--- src/rtl/flag_stack.sv ---
// rtl/flag_stack.sv - ALU condition flag register with sticky bits and a LIFO save/restore stack
module flag_stack #(
  parameter int                   NUM_FLAGS   = 4,
  parameter int                   DEPTH       = 4,
  parameter logic [NUM_FLAGS-1:0] STICKY_MASK = '0
) (
  input  logic                       clk,
  input  logic                       reset,
  input  logic [NUM_FLAGS-1:0]       flagsIn,
  input  logic                       setFlags,
  input  logic [NUM_FLAGS-1:0]       flagMask,
  input  logic                       clearSticky,
  input  logic                       push,
  input  logic                       pop,
  output logic [NUM_FLAGS-1:0]       flagsOut,
  output logic [$clog2(DEPTH+1)-1:0] depthCount,
  output logic                       full,
  output logic                       empty,
  output logic                       stackErr
);

  localparam int DW = $clog2(DEPTH+1);

  logic [NUM_FLAGS-1:0] flags_q, flags_d;
  logic [DW-1:0]        depth_q, depth_d;
  logic                 err_q, err_d;
  logic [NUM_FLAGS-1:0] stack_q [DEPTH];
  logic [NUM_FLAGS-1:0] stack_d [DEPTH];

  logic                 is_full, is_empty;
  logic                 do_push, do_pop, do_xchg, bad_op;
  logic [DW-1:0]        top_idx;
  logic [NUM_FLAGS-1:0] top_val, wen, base, upd;

  assign is_full  = (depth_q == DW'(DEPTH));
  assign is_empty = (depth_q == '0);

  always_comb begin
    do_push = push & ~pop & ~is_full;
    do_pop  = pop & ~push & ~is_empty;
    do_xchg = push & pop & ~is_empty;
    bad_op  = (push & ~pop & is_full) | (pop & is_empty);
    top_idx = depth_q - DW'(1);

    top_val = '0;
    for (int i = 0; i < DEPTH; i++) begin
      if (DW'(i) == top_idx) top_val = stack_q[i];
    end

    // Sticky bits are cleared first, then ORed with any enabled new value
    wen  = {NUM_FLAGS{setFlags}} & flagMask;
    base = clearSticky ? (flags_q & ~STICKY_MASK) : flags_q;
    upd  = (base & ~wen)
         | (wen & ~STICKY_MASK & flagsIn)
         | (wen & STICKY_MASK & (base | flagsIn));

    flags_d = upd;
    depth_d = depth_q;
    err_d   = err_q | bad_op;
    stack_d = stack_q;

    if (do_push) begin
      depth_d = depth_q + DW'(1);
      for (int i = 0; i < DEPTH; i++) begin
        if (DW'(i) == depth_q) stack_d[i] = flags_q;
      end
    end else if (do_pop) begin
      flags_d = top_val;
      depth_d = top_idx;
    end else if (do_xchg) begin
      flags_d = top_val;
      for (int i = 0; i < DEPTH; i++) begin
        if (DW'(i) == top_idx) stack_d[i] = flags_q;
      end
    end
  end

  always_ff @(posedge clk) begin
    if (reset) begin
      flags_q <= '0;
      depth_q <= '0;
      err_q   <= 1'b0;
    end else begin
      flags_q <= flags_d;
      depth_q <= depth_d;
      err_q   <= err_d;
    end
  end

  // Entry contents need no reset; depth_q gates what is observable
  always_ff @(posedge clk) begin
    if (!reset) stack_q <= stack_d;
  end

  assign flagsOut   = flags_q;
  assign depthCount = depth_q;
  assign full       = is_full;
  assign empty      = is_empty;
  assign stackErr   = err_q;

endmodule

--- config.mk ---
export PLATFORM = sky130hd
export DESIGN_NAME = flag_stack
export DESIGN_NICKNAME = d
export VERILOG_FILES = /design/src/rtl/flag_stack.sv
export SDC_FILE = /design/constraint.sdc
export NUM_CORES = 1
export LEC_CHECK = 0
export CAP_MARGIN = 20
export CORE_MARGIN = 2
export CORE_UTILIZATION = 31
export CTS_CLUSTER_SIZE = 14
export DETAILED_ROUTE_END_ITERATION = 7
export PLACE_DENSITY = 0.61
export SETUP_SLACK_MARGIN = 0.4
export SLEW_MARGIN = 10
export SYNTH_ARGS = -nofsm -noshare
export SYNTH_HDL_FRONTEND = slang
export SYNTH_SLANG_ARGS = --single-unit
export TNS_END_PERCENT = 30
--- constraint.sdc ---
create_clock -name clk -period 4.82 [get_ports clk]
set_input_delay 0.723 -clock clk [delete_from_list [all_inputs] [get_ports clk]]
set_output_delay 0.723 -clock clk [all_outputs]
set_load 0.05 [all_outputs]
==> results of run 1 <==
## worst paths after layout
kind | to | from | depth (start not counted)
max | empty | depthCount[1] | 5
min | stackErr | stackErr | 2
max reg2reg | stack_q[2] | depthCount[1] | 4
min reg2reg | stackErr | stackErr | 2
## cells in the final DEF, fill, tap and decap left out, drive strengths merged, types with 3 or more instances in the layout
cell type | netlist | final
nor3b | 3 | 3
dfxtp | 8 | 8
ha | 7 | 7
clkbuf | 2 | 3
a31oi | 6 | 6
nand2 | 19 | 19
nor2b | 3 | 3
edfxtp | 16 | 16
a21boi | 4 | 4
o21ai | 13 | 13
clkdlybuf4s50 | 0 | 22
nand2b | 5 | 5
a21oi | 13 | 13
a311oi | 4 | 4
nor2 | 7 | 7
nand3 | 6 | 6
inv | 7 | 7
## routing by layer
layer	part of all wire, %	routed length [um]	GRT usage, %
met1	47	1380	17.3
met5	0	0	0
met4	0.91	27	3.42
met2	46	1370	20.7
met3	6.2	183	3.46
## final cells by class
cell class,instances,area [um2],area share (%)
Clock buffer,3,41.3,2.50
Sequential cell,24,641,38.8
Multi-Input combinational cell,103,631,38.2
Timing Repair Buffer,22,220,13.3
Inverter,7,26.3,1.59
Clock inverter,1,30.0,1.82
Tap cell,50,62.6,3.79
## power breakdown
group	leakage [nW]	internal [mW]	switching (mW)	total, mW
Combinational	0.314	0.0552	0.0933	0.149
Sequential	0.211	0.233	0.0167	0.250
Clock	0.0357	0.111	0.0648	0.176
Total	0.561	0.399	0.175	0.574
## cell usage after synthesis (4+ instances only)
master    count
inv_1         7
o21ai_0      13
ha_1          7
nand2b_1      5
dfxtp_1       8
nand3_1       6
nor2_1        7
a21oi_1      12
buf_2         4
a311oi_1      4
a21boi_0      4
nand2_1      19
a31oi_1       6
edfxtp_1     16
## sequential cells by signal, indices dropped and copies added, names as in the netlist
| signal | flops |
|---|---|
| depthCount | 3 |
| stackErr | 1 |
| stack_q | 16 |
| flagsOut | 4 |
## metrics by stage
stage	hold WS, ns	worst slack (ns)	std cells
final	0.480	1.76	210
after global routing	0.529	1.56	210
after global placement	0.452	1.62	206
after CTS	0.489	1.77	210
after detailed placement	0.468	1.49	206
after floorplan	0.678	2.33	143
## cell families after synthesis
family,after synthesis,share of synthesized area [%]
AND/OR/NAND/NOR,48,17.3
buffers and inverters,16,5.66
XOR/XNOR,1,0.650
adder cells (fa/ha/maj),7,6.50
multiplexers,1,0.836
flip-flops,24,47.5
AO/OA/AOI/OAI,46,21.5
## worst min-delay path, cell delays in order (launching register included)
cell	delay, ns
dfxtp_1	0.34
a21oi_1	0.04
nor2_1	0.07
==> flow_summary.yaml, run 1 <==
placed_design:
  gp_congestion: 0.775
  portBuffers: 22
  placed_cell_area_mm2: 0.00158
  dpl.hpwl_mm: 2.15
floorplan:
  row_count: 23
  num_io_pins: 24
  die_w_um: 69.9
  initial_core_util_pct: 33.0
  die_height_um: 69.9
  die-area_mm2: 0.00489
  fp.coreArea_mm2: 0.00409
synthesis:
  yosysSeqAreaShare_pct: 47.5
  post-synth-top-area-cell: "edfxtp_1"
  ys_seq_elements: 24
  synth-edff-count: 16
  synth_nets: 164
  ys_types: 33
  synth_area_leaders: "edfxtp_1 36%, dfxtp_1 12%, ha_1 6.5%"
  synthCells: 143
  ys.flop_type: "edfxtp_1"
  synthesis.area_mm2: 0.00135
  yosys.area.top_type_share_pct: 35.7
  syn-mean-instance-area_um2: 9.42
  synthArstFlopShare_pct: 0
  ys_warn_count: 0
cells_and_area:
  final_nets: 182
  fill_cells: 403
  n_antenna_cell: 0
  fin_util_pct: 40.4
  syn2layout_area_growth_pct: 22.6
  drive_gt1_share_pct: 4.38
  final_area_mm2: 0.00165
critical_path:
  cp_cell_sequence: "inv_1, ha_1, nand2b_1, inv_1, clkdlybuf4s50_1"
  cp_num_buf_inv: 3
  start_kind: "flop"
  cp_slowest_cell: "clkdlybuf4s50_1"
  crit_arrival_ns: 2.34
  crit_fanout: 10
  endpoint_kind: "output pin"
  crit_type: "reg2out"
  critPathMaxStageDelay_ns: 0.81
  critPathMostFrequentCell: "inv_1"
  ff2ff_setup_slack_ns: 2.35
  required_ns: 4.10
  cpLargestDelayFamily: "buffers and inverters"
timing:
  tightest_slew_ns: 0.837
  drv_slew: 0
  rsz0062_at_grt: "false"
  finalSetupViolations: 0
  final-hold-violation-count: 0
  fin_setup_tns_ns: 0
  max_clock_freq_mhz: 326
  period_share_pct: 63.6
  clock_skew_ns: 0.00591
  max-slew-margin-rel_pct: 43.7
  min_period_ns: 3.06
drt:
  dr.first_iter.drc_count: 69
  drc: 0
  dr.pass1.iters: 4
  vias: 1087
  wl_mm: 2.97
  viasPerCell: 5.18
  final_antenna_net_count: 0
  post_drt_wl_per_cell_um: 14.1
clock_tree:
  cts_root_buf: "clkbuf_8"
  clk_pin_slew_ns: 0.09
  clock_path_buffers: 2
  cts_setup_buffers: 0
  clk_latency_ns: 0.27
  cts_hold_repair.buffers: 0
  cts_resized: 0
  cts_max_level: 1
  cts_tree: "done"
  numCtsBuffers: 3
  cts_sinks: 24
power:
  max-vdd-ir-drop_mv: 0.196
  p_leak_nw: 0.561
  p_per_area_mw_per_mm2: 348
  p_total_mw: 0.574
global_routing:
  track_usage_pct: 13.0
  grt_pass1_wl_mm: 5.02
  grt_overflow: 0
  antenna_found_initial: 0
  grt_pass1_vias: 1042
  grt_max_degree: 20
outcome:
  status: "completed"
flow_run:
  drv_cap: 0
min_path:
  holdCritPathClass: "reg2reg"
No activity file was read; power rests on OpenSTA's default activity.
==> run 2: changes to the inputs <==
--- a/config.mk
+++ b/config.mk
@@ -10,7 +10,7 @@
 export CORE_UTILIZATION = 31
 export CTS_CLUSTER_SIZE = 14
 export DETAILED_ROUTE_END_ITERATION = 7
-export PLACE_DENSITY = 0.61
+export PLACE_DENSITY = 0.63
 export SETUP_SLACK_MARGIN = 0.4
 export SLEW_MARGIN = 10
 export SYNTH_ARGS = -nofsm -noshare
==> constraint.sdc (replaced) <==
create_clock -name clk -period 2.8 [get_ports clk]
set_input_delay 0.42 -clock clk [delete_from_list [all_inputs] [get_ports clk]]
set_output_delay 0.42 -clock clk [all_outputs]
set_load 0.05 [all_outputs]
==> run 2 against run 1 <==
Sequential power up 72%. Clock skew up 0.00052 ns. Die area stayed put. Setup slack worse by 1.2 ns. Critical endpoint unchanged. Largest power group unchanged.
==> flow_summary.yaml, run 2 (same netlist as run 1, synthesis figures left out) <==
flow_run:
  drv_cap: 0
critical_path:
  cpLargestDelayFamily: "buffers and inverters"
  r2r-end: "stack_q[9]"
  critPathMaxStageDelay_ns: 0.53
  crit_fanout: 9
  r2r-start: "depthCount[1]"
  start_kind: "flop"
  crit_arrival_ns: 1.82
  ff2ff_setup_slack_ns: 0.64
  rr_worst_depth: 6
  cp_cell_sequence: "inv_1, ha_1, nand2b_1, inv_1, dlygate4sd2_1"
  cp_slowest_cell: "dlygate4sd2_1"
  crit_type: "reg2out"
  required_ns: 2.38
  cp_num_buf_inv: 3
  critPathMostFrequentCell: "inv_1"
  endpoint_kind: "output pin"
cells_and_area:
  stdcell_count: 214
  top_register: "stack_q"
  seq_area_um2: 644
  mostFrequentLayoutCell: "clkdlybuf4s50_1"
  drive_gt1_share_pct: 8.54
  final_nets: 186
  n_antenna_cell: 0
  largest_register_ff_count: 16
  fin_util_pct: 41.3
  syn2layout_area_growth_pct: 25.2
  final_area_mm2: 0.00169
  fill_cells: 400
  final_cell_mix: "20 x clkdlybuf4s50_1, 19 x nand2_1, 16 x edfxtp_1, 13 x o21ai_0, 12 x a21oi_1"
  multi_input_area_um2: 631
timing:
  holdWs_ns: 0.477
  fin_setup_tns_ns: 0
  rsz0062_at_grt: "false"
  max_clock_freq_mhz: 446
  clock_skew_ns: 0.00643
  final-hold-violation-count: 0
  tightest_slew_ns: 0.699
  drv_slew: 0
  period_share_pct: 80.1
  finalSetupViolations: 0
  layout_setup_ws_ns: 0.557
  max-slew-margin-rel_pct: 53.3
  min_period_ns: 2.24
placed_design:
  placed_cell_area_mm2: 0.00161
  gp_congestion: 0.839
  portBuffers: 22
  dpl.hpwl_mm: 2.25
  dp_slack_ns: 0.351
  placed_cells: 210
drt:
  viasPerCell: 5.22
  final_antenna_net_count: 0
  wl_mm: 2.94
  post_drt_wl_per_cell_um: 13.7
  dr.first_iter.drc_count: 31
  drc: 0
  vias: 1117
  dr.pass1.iters: 4
power:
  p_per_area_mw_per_mm2: 589
  p_total_mw: 0.993
  p_leak_nw: 0.598
  max-vdd-ir-drop_mv: 0.303
clock_tree:
  cts_root_buf: "clkbuf_8"
  numCtsBuffers: 3
  cts_tree: "done"
  clk_latency_ns: 0.27
  cts_max_level: 1
  cts_sinks: 24
  clock_path_buffers: 2
  cts_hold_repair.buffers: 0
  clk_pin_slew_ns: 0.09
min_path:
  hold_depth: 2
  hp-start: "stackErr"
  holdPathEnd: "stackErr"
  holdCritPathClass: "reg2reg"
floorplan:
  die_height_um: 69.9
  initial_core_util_pct: 33.0
  row_count: 23
  die-area_mm2: 0.00489
  fp.coreArea_mm2: 0.00409
  num_io_pins: 24
  die_w_um: 69.9
global_routing:
  grt_max_degree: 20
  track_usage_pct: 12.2
  grt_pass1_wl_mm: 4.73
  grt_pass1_vias: 1010
  antenna_found_initial: 0
  grt_overflow: 0
outcome:
  status: "completed"
run 2: cell type report:
type	instances	share of cell area, %
clock buffers	3	2.45
flip-flops and latches	24	38.2
clock inverters	1	1.78
multi-input cells	103	37.4
repair buffers	26	14.9
inverters	7	1.56
well taps	50	3.71
run 2: repair_timing:
item / 4_1_cts / 5_1_grt
resized for setup: 2 / 1
hold endpoints to repair: 0 / 0
setup endpoints to repair: 2 / 1
buffers inserted: 0 / 0
run 2: per-layer routing:
metal | track usage, % | wire length (um)
met1 | 14.7 | 1260
met2 | 21.2 | 1520
met3 | 1.88 | 111
met4 | 5.56 | 49
met5 | 0 | 0
run 2: worst max path at each step:
stage / start / end / cells after the start
global placement: push / stack_q[1] / 5
global route: depthCount[0] / empty / 5
floorplan: depthCount[0] / stack_q[0] / 5
detailed placement: push / stack_q[3] / 5
CTS: depthCount[1] / full / 5
finish: depthCount[1] / empty / 5
run 2: worst reg2reg max path: cells and delay by family, from the launching register on:
kind / cells / cell delay (ns)
flip-flops: 1 / 0.39
AND/OR/NAND/NOR: 2 / 0.37
AO/OA/AOI/OAI: 2 / 0.53
buffers and inverters: 1 / 0.11
adder cells (fa/ha/maj): 1 / 0.40
run 2: where the power goes:
| part | leakage (nW) | switching, mW | internal (mW) |
|---|---|---|---|
| sequential | 0.212 | 0.0275 | 0.402 |
| clock | 0.0357 | 0.113 | 0.191 |
| combinational | 0.350 | 0.162 | 0.0978 |
| total | 0.598 | 0.303 | 0.691 |
==> run 3: changes to the inputs <==
--- a/config.mk
+++ b/config.mk
@@ -10,7 +10,7 @@
 export CORE_UTILIZATION = 31
 export CTS_CLUSTER_SIZE = 14
 export DETAILED_ROUTE_END_ITERATION = 7
-export PLACE_DENSITY = 0.63
+export PLACE_DENSITY = 0.61
 export SETUP_SLACK_MARGIN = 0.4
 export SLEW_MARGIN = 10
 export SYNTH_ARGS = -nofsm -noshare
==> constraint.sdc (replaced) <==
create_clock -name clk -period 2.26 [get_ports clk]
set_input_delay 0.339 -clock clk [delete_from_list [all_inputs] [get_ports clk]]
set_output_delay 0.339 -clock clk [all_outputs]
set_load 0.05 [all_outputs]
==> run 3 against run 2 <==
First-iteration DRC count grew to 2.8 times the previous value. Combinational power grew 45%. Highest routed layer unchanged. Largest power group unchanged. Setup slack lost 0.22 ns.
==> flow_summary.yaml, run 3 (same netlist as run 1, synthesis figures left out) <==
power:
  max-vdd-ir-drop_mv: 0.337
  p_leak_nw: 0.641
  p_per_area_mw_per_mm2: 714
global_routing:
  antenna_found_initial: 0
  grt_max_degree: 20
  grt_overflow: 0
  track_usage_pct: 14.0
  grt_pass1_vias: 1174
  grt_pass1_wl_mm: 5.44
floorplan:
  die-area_mm2: 0.00489
  initial_core_util_pct: 33.0
  fp.coreArea_mm2: 0.00409
  row_count: 23
  num_io_pins: 24
  die_w_um: 69.9
  die_height_um: 69.9
drt:
  viasPerCell: 5.27
  post_drt_wl_per_cell_um: 14.6
  final_antenna_net_count: 0
  drc: 0
  dr.pass1.iters: 4
  wl_mm: 3.19
  vias: 1154
  dr.first_iter.drc_count: 87
placed_design:
  dpl.hpwl_mm: 2.38
  portBuffers: 22
  gp_congestion: 0.747
  placed_cells: 214
cells_and_area:
  largest_register_ff_count: 16
  final_cell_mix: "19 x nand2_1, 18 x clkdlybuf4s50_1, 16 x edfxtp_1, 13 x o21ai_0, 11 x a21oi_1"
  drive_gt1_share_pct: 16.6
  mostFrequentLayoutCell: "nand2_1"
  fin_util_pct: 44.2
  stdcell_count: 219
  top_register: "stack_q"
  fill_cells: 386
  n_antenna_cell: 0
  final_nets: 191
  syn2layout_area_growth_pct: 33.9
timing:
  clock_skew_ns: 0.0114
  min_period_ns: 1.92
  fin_setup_tns_ns: 0
  period_share_pct: 85.0
  tightest_slew_ns: 0.502
  rsz0062_at_grt: "true"
  max_clock_freq_mhz: 520
  max-slew-margin-rel_pct: 66.4
  final-hold-violation-count: 0
  finalSetupViolations: 0
  drv_slew: 0
critical_path:
  crit_fanout: 6
  cp_slowest_cell: "clkdlybuf4s50_1"
  r2r-end: "stack_q[8]"
  cpLargestDelayFamily: "buffers and inverters"
  r2r-start: "depthCount[0]"
  rr_worst_depth: 7
  start_kind: "flop"
  crit_type: "reg2out"
  critPathMaxStageDelay_ns: 0.85
  cp_cell_sequence: "clkdlybuf4s50_1"
  endpoint_kind: "output pin"
  required_ns: 1.92
  cp_num_buf_inv: 1
  crit_arrival_ns: 1.58
  ff2ff_setup_slack_ns: 0.45
clock_tree:
  clk_latency_ns: 0.27
  cts_hold_repair.buffers: 0
  cts_root_buf: "clkbuf_8"
  numCtsBuffers: 3
  clk_pin_slew_ns: 0.10
  cts_tree: "done"
  clock_path_buffers: 2
  cts_max_level: 1
  cts_sinks: 24
min_path:
  holdPathEnd: "stackErr"
  hp-start: "stackErr"
  holdCritPathClass: "reg2reg"
  hold_depth: 2
outcome:
  status: "completed"
flow_run:
  drv_cap: 0
## run 3: cell types whose count changed in the layout (fill, tap and decap cells not counted), sizes merged
cell | previous run | this run
buf | 4 | 11
clkinvlp | 0 | 1
inv | 7 | 6
clkdlybuf4s50 | 20 | 18
## run 3: per-layer routing
metal / wire length [um] / up-vias / global-route usage, % / part of all wire (%)
li1: - / 567 / - / -
met4: 34 / 0 / 4.27 / 1.1
met1: 1420 / 546 / 17.8 / 44
met2: 1540 / 37 / 23.4 / 48
met3: 198 / 4 / 3.75 / 6.2
met5: 0 / - / 0 / 0
## run 3: worst max-delay path by stage
| stage | slack [ns] | depth (start not counted) | endpoint | startpoint |
|---|---|---|---|---|
| detailed placement | 0.02 | 4 | stack_q[1] | push |
| floorplan | 0.40 | 5 | stack_q[0] | depthCount[0] |
| global placement | 0.04 | 4 | stack_q[3] | push |
| global route | 0.29 | 1 | flagsOut[2] | flagsOut[2] |
| finish | 0.34 | 1 | flagsOut[2] | flagsOut[2] |
| CTS | 0.33 | 1 | flagsOut[2] | flagsOut[2] |
## run 3: timing repair
item | in CTS | in global routing
pin swaps | 1 | 0
setup buffers | 1 | 0
gates resized for setup | 6 | 2
setup endpoints to repair | 21 | 20
## run 3: cell type report
cell class                 instances  area (um2)  share of cell area [%]
multi-input combinational        103         682                    37.8
clock buffer                       3        41.3                    2.29
tap                               50        62.6                    3.47
timing repair buffer              31         309                    17.1
sequential                        24         649                    36.0
inverter                           7        30.0                    1.66
clock inverter                     1        30.0                    1.66
## run 3: through the flow
step	area, um2	worst slack [ns]	power [mW]	hold WS [ns]
CTS	1790	0.329	1.30	0.510
detailed placement	1690	0.0199	0.898	0.482
floorplan	1380	0.399	0.768	0.514
global placement	1690	0.0449	0.891	0.457
finish	1800	0.339	1.29	0.501
global route	1800	0.295	1.35	0.533
## run 3: where the power goes
part	leakage (nW)	switching (mW)	total (mW)	internal, mW
clock network	0.0357	0.149	0.386	0.237
logic	0.393	0.222	0.376	0.154
registers	0.213	0.0290	0.526	0.497
